`config.mk`:
```
export PLATFORM = sky130hd
export DESIGN_NAME = output_stream_buffer
export DESIGN_NICKNAME = d
export VERILOG_FILES = /design/src/rtl/output_stream_buffer.sv
export SDC_FILE = /design/constraint.sdc
export NUM_CORES = 1
export LEC_CHECK = 0
export BUFFER_PORTS_ARGS = -buffer_cell sky130_fd_sc_hd__buf_4
export CAP_MARGIN = 40
export CORE_ASPECT_RATIO = 0.5
export CORE_MARGIN = 1.5
export CORE_UTILIZATION = 64
export DETAILED_ROUTE_END_ITERATION = 8
export GPL_TIMING_DRIVEN = 0
export PLACE_DENSITY_LB_ADDON = 0.25
export SLEW_MARGIN = 15
export SYNTH_ARGS = -nofsm -noshare
export SYNTH_HDL_FRONTEND = slang
export SYNTH_SLANG_ARGS = --single-unit
```
`constraint.sdc`:
```
create_clock -name clk -period 6.8 [get_ports clk]
set_input_delay 0.34 -clock clk [delete_from_list [all_inputs] [get_ports clk]]
set_output_delay 0.34 -clock clk [all_outputs]
set_load 0.03 [all_outputs]
```
`src/rtl/output_stream_buffer.sv`:
```
// rtl/output_stream_buffer.sv - elastic FIFO between accelerator output and streamer, with job beat counting
module output_stream_buffer #(
  parameter int DATA_WIDTH = 32,
  parameter int DEPTH      = 8,
  parameter int CNT_WIDTH  = 16
) (
  input  logic                       clk,
  input  logic                       reset,
  input  logic                       clear,
  input  logic                       start,
  input  logic [CNT_WIDTH-1:0]       expected_beats,
  input  logic                       in_valid,
  input  logic [DATA_WIDTH-1:0]      in_data,
  input  logic [DATA_WIDTH/8-1:0]    in_strb,
  output logic                       in_ready,
  output logic                       out_valid,
  output logic [DATA_WIDTH-1:0]      out_data,
  output logic [DATA_WIDTH/8-1:0]    out_strb,
  input  logic                       out_ready,
  output logic                       busy,
  output logic                       done,
  output logic                       overflow,
  output logic [$clog2(DEPTH):0]     level,
  output logic [CNT_WIDTH-1:0]       delivered
);

  localparam int STRB_W  = DATA_WIDTH / 8;
  localparam int PTR_W   = $clog2(DEPTH);
  localparam int LVL_W   = PTR_W + 1;
  localparam int ENTRY_W = DATA_WIDTH + STRB_W;

  typedef enum logic [1:0] {
    S_IDLE = 2'd0,
    S_RUN  = 2'd1,
    S_FIN  = 2'd2
  } state_t;

  logic [ENTRY_W-1:0]   mem_q [DEPTH];
  logic [PTR_W-1:0]     wr_ptr_q, wr_ptr_d;
  logic [PTR_W-1:0]     rd_ptr_q, rd_ptr_d;
  logic [LVL_W-1:0]     level_q, level_d;
  logic                 overflow_q, overflow_d;

  state_t               state_q;
  logic [CNT_WIDTH-1:0] expected_q;
  logic [CNT_WIDTH-1:0] delivered_q;
  logic                 busy_q;
  logic                 done_q;

  logic                 full;
  logic                 empty;
  logic                 push;
  logic                 pop;
  logic                 drop;

  // Full/empty come straight from the registered occupancy, so no input reaches an output combinationally.
  assign full  = (level_q == LVL_W'(DEPTH));
  assign empty = (level_q == '0);

  // The producer cannot be stalled: a beat arriving while full is lost, even if a pop frees a slot this cycle.
  assign push = in_valid && !full && !clear;
  assign pop  = !empty && out_ready && !clear;
  assign drop = in_valid && full;

  // Next-state of pointers, occupancy and the sticky overflow flag.
  always_comb begin
    wr_ptr_d   = wr_ptr_q;
    rd_ptr_d   = rd_ptr_q;
    level_d    = level_q;
    overflow_d = overflow_q;
    if (clear) begin
      wr_ptr_d   = '0;
      rd_ptr_d   = '0;
      level_d    = '0;
      overflow_d = 1'b0;
    end else begin
      if (push) begin
        wr_ptr_d = wr_ptr_q + PTR_W'(1);
      end
      if (pop) begin
        rd_ptr_d = rd_ptr_q + PTR_W'(1);
      end
      case ({push, pop})
        2'b10:   level_d = level_q + LVL_W'(1);
        2'b01:   level_d = level_q - LVL_W'(1);
        default: level_d = level_q;
      endcase
      if (drop) begin
        overflow_d = 1'b1;
      end
    end
  end

  // FIFO control registers.
  always_ff @(posedge clk or posedge reset) begin
    if (reset) begin
      wr_ptr_q   <= '0;
      rd_ptr_q   <= '0;
      level_q    <= '0;
      overflow_q <= 1'b0;
    end else begin
      wr_ptr_q   <= wr_ptr_d;
      rd_ptr_q   <= rd_ptr_d;
      level_q    <= level_d;
      overflow_q <= overflow_d;
    end
  end

  // Storage array; contents are meaningless until written, so it carries no reset.
  always_ff @(posedge clk) begin
    if (push) begin
      mem_q[wr_ptr_q] <= {in_strb, in_data};
    end
  end

  // Job FSM: counts pops against the latched total and produces a single-cycle done.
  always_ff @(posedge clk or posedge reset) begin
    if (reset) begin
      state_q     <= S_IDLE;
      expected_q  <= '0;
      delivered_q <= '0;
      busy_q      <= 1'b0;
      done_q      <= 1'b0;
    end else if (clear) begin
      state_q     <= S_IDLE;
      expected_q  <= '0;
      delivered_q <= '0;
      busy_q      <= 1'b0;
      done_q      <= 1'b0;
    end else begin
      case (state_q)
        S_IDLE: begin
          done_q <= 1'b0;
          if (start) begin
            expected_q  <= expected_beats;
            delivered_q <= '0;
            if (expected_beats != '0) begin
              state_q <= S_RUN;
              busy_q  <= 1'b1;
            end else begin
              state_q <= S_FIN;
              done_q  <= 1'b1;
            end
          end
        end
        S_RUN: begin
          if (pop) begin
            delivered_q <= delivered_q + CNT_WIDTH'(1);
            if ((delivered_q + CNT_WIDTH'(1)) == expected_q) begin
              state_q <= S_FIN;
              busy_q  <= 1'b0;
              done_q  <= 1'b1;
            end
          end
        end
        S_FIN: begin
          state_q <= S_IDLE;
          done_q  <= 1'b0;
        end
        default: begin
          state_q <= S_IDLE;
          busy_q  <= 1'b0;
          done_q  <= 1'b0;
        end
      endcase
    end
  end

  assign in_ready  = !full;
  assign out_valid = !empty;
  assign out_data  = mem_q[rd_ptr_q][DATA_WIDTH-1:0];
  assign out_strb  = mem_q[rd_ptr_q][ENTRY_W-1:DATA_WIDTH];
  assign busy      = busy_q;
  assign done      = done_q;
  assign overflow  = overflow_q;
  assign level     = level_q;
  assign delivered = delivered_q;

endmodule

```
==> results by group <==
Layout
  • Share of cells above drive strength 1: 33.9%
  • Number of diodes: 0
  • Area growth syn-to-layout: 18.4%
  • Fin nets: 991

Route
  • Drt pass-1 iters: 4
  • Routed length per instance: 24.6 um
  • Initial DRC count: approximately 640
  • Average vias per placed instance: 6.27
  • Routed Antenna Nets: 0
  • WL final: 30.0 mm
  • Vias: 7659
  • # DRC: 0

Floorplanning
  • Core ar.: 20700 um^2
  • Initial Util: roughly two thirds
  • Chip Width: 210 um
  • Ports: 119
  • Die area: approximately 22000 um^2
  • FP Rows: 37
  • DIE HEIGHT: 106 um

Synth
  • Distinct cells, synth: 63
  • Mean Syn Cell Area: 18.1 um^2
  • Synth Flop Type: edfxtp_1
  • Warnings from Yosys: 0
  • Mapped Cells: 756
  • EDFF count, synth: 288
  • Sequential share of the synthesized area: 71.8%
  • Cell Area, Synth: 13700 um^2
  • #FFs+latches synth: ~340
  • Async S/R FF share, synth: 14.0%
  • Syn_nets: between 800 and 900

Setup path
  • Delay of the slowest critical-path stage: 0.63 ns
  • Critical path fanouts, max: 10
  • Crit-path cells: clkbuf_1 > buf_1 > buf_6 > mux4_2 > mux2_2 > buf_4
  • Crit. End Element: output port
  • Data required, critical path: 6.46 ns
  • CP max stage cell: clkbuf_1
  • CP Launch Type: flip-flop
  • Top delay family on crit path: buffers and inverters
  • Data arrival, critical path: about 3.3 ns
  • Buffer and inverter count on the worst path: 4
  • Kind of critical path: reg2out

Global routing
  • Overall global routing resource usage: 28.2%
  • Met3 usage: 4.37%
  • Antenna violations before repair: 0
  • First-pass GRT wire length: 46.3 mm
  • Largest net degree at the start of global routing: 28
  • Grt ovf: 0
  • Vias in the first global route: 7733
  • Met2 GRT Util: 47.4%
  • Grt peak-use layer: met2
  • Met1 Usage GRT: 39.7%

Clock tree
  • PostCTS Resize Cnt: 0
  • CTS tree: done
  • Num CTS Buffers: 27
  • H-tree levels: 1
  • Clock buffer depth: 3
  • Reg clk slew, reported paths: 0.07 ns
  • Clk_lat worst skew: 0.55 ns
  • Clock root buffer: clkbuf_16
  • # clock sinks: 335

Timing
  • Setup Viol. Count Final: 0
  • Hold WS: around 0.019 ns
  • RSZ-0062 raised after global routing: no
  • Pins Over Slew Limit: 0
  • Worst slew pin tran: 0.828 ns
  • Crit path time final: 3.60 ns
  • Final period utilization: 53.0%
  • Final Skew: 0.0101 ns
  • Final count of hold timing violations: 0
  • Setup TNS: 0 ns
  • Relative slew slack: 44.8%
  • Fmax: 0.278 GHz

Flow run
  • Max Cap Violations: 0

Power
  • Leakage: ~0.0056 uW
  • Pwr dens: 332 nW/um^2
  • Max VDD drop: 0.223 mV

Placement
  • GP Congestion: 0.872
  • Post-DP HPWL: 18.5 mm
  • Port bufs: 118

Status
  • Status: complete, no violations

Hold path
  • Min-delay worst type: in2reg
[registers in the layout, indices dropped and copies added (netlist names), 2 cells and up]
| signal | flops |
|---|---|
| rd_ptr_q | 3 |
| mem_q | 288 |
| wr_ptr_q | 3 |
| delivered | 16 |
| state_q | 2 |
| expected_q | 16 |
| level | 4 |
[cells in the mapped netlist (2+ instances only)]
cell,n,share of area (%)
o21ai_0,24,0.88
buf_1,9,0.25
nand3_1,10,0.37
or3b_2,2,0.13
edfxtp_1,288,63
mux2_2,37,3.0
clkbuf_1,24,0.66
nand2b_1,4,0.18
o31ai_1,3,0.16
and3_1,8,0.37
mux2i_1,3,0.22
nor4_1,8,0.37
a31oi_1,4,0.18
or2_2,2,0.091
ha_1,5,0.46
nand2_1,54,1.5
nor3_1,4,0.15
o221ai_1,2,0.13
nor2_1,36,0.99
buf_2,5,0.18
xor2_1,8,0.51
o41ai_1,3,0.19
xnor2_1,17,1.1
inv_1,8,0.22
a21oi_1,20,0.73
mux4_2,72,12
or3_1,6,0.27
a211oi_1,2,0.11
nand4_1,6,0.27
buf_4,2,0.11
nor2b_1,2,0.091
dfrtp_1,47,8.6
[per-layer routing]
layer | routed length (um) | part of all wire [%]
met5 | 0 | 0
met4 | 620 | 2.1
met3 | 2100 | 7.0
met2 | 15200 | 50
met1 | 12200 | 40
[cells in the final DEF (no fill, tap or decap), drive strengths merged, types with 12 or more instances in the layout]
| cell type | count |
|---|---|
| mux4 | 72 |
| buf | 158 |
| clkbuf | 55 |
| a21oi | 20 |
| o21ai | 25 |
| edfxtp | 288 |
| mux2 | 37 |
| clkinv | 12 |
| xnor2 | 17 |
| nor2 | 36 |
| dfrtp | 47 |
| nand2 | 54 |
[path summary, 6_finish.rpt]
check / cells past startpoint / slack (ns) / endpoint / start
max in group asynchronous: 4 / 5.92 / delivered[2]$_DFFE_PP0P_ / reset
setup reg to reg: 8 / 3.54 / mem_q[0][10]$_DFFE_PP_ / level[1]$_DFFE_PP0P_
min in group asynchronous: 3 / 0.38 / busy$_DFFE_PP0P_ / reset
hold / removal: 1 / 0.02 / mem_q[3][29]$_DFFE_PP_ / in_data[29]
hold reg to reg: 2 / 0.52 / overflow$_DFFE_PP0P_ / overflow$_DFFE_PP0P_
setup / recovery: 6 / 3.20 / out_data[20] / rd_ptr_q[0]$_DFFE_PP0P_
[where the power goes]
| part | switching, uW | leakage (uW) | internal, uW | total, uW |
|---|---|---|---|---|
| Sequential | 49.7 | 0.00324 | 2310 | 2360 |
| Clock | 724 | 0.000441 | 898 | 1620 |
| Combinational | 745 | 0.00190 | 638 | 1380 |
| Total | 1520 | 0.00559 | 3850 | 5370 |
[per-stage QoR]
step,util [%],instances,instance area [um^2],total power (uW),worst slack (ns)
2_1_floorplan,-,756,13700,3300,2.02
3_3_place_gp,71.9,1147,14900,3680,0.148
3_5_place_dp,73.6,1169,15300,3770,3.55
4_1_cts,78.0,1220,16200,5390,3.17
5_1_grt,78.1,1221,16200,5540,3.08
6_report,78.1,1221,16200,5370,3.20
[logic make-up (layout without fill, tap and decap cells)]
kind of cell | Yosys count | in the layout | synth area share, %
mux | 112 | 112 | 15.1
compound gates | 74 | 74 | 3.45
simple gates | 154 | 154 | 5.74
buf+inv | 49 | 241 | 1.50
xor+xnor | 26 | 26 | 1.77
flops | 335 | 335 | 71.8
fa+ha+maj | 6 | 6 | 0.604
[cell type report]
type,instances,area (um^2)
Sequential cell,335,9820
Multi-Input combinational cell,372,3700
Tap cell,273,342
Timing Repair Buffer,142,1210
Inverter,8,30.0
Clock inverter,19,210
Clock buffer,31,701
Buffer,41,175
Fill cell,1109,4550
[timing repair]
item,4_1_cts,5_1_grt
endpoints found under the setup margin,0,0
buffers inserted,0,0
endpoints found under the hold margin,20,0
hold buffers,1,0
Note: power is estimated with default switching activity, not from simulation.
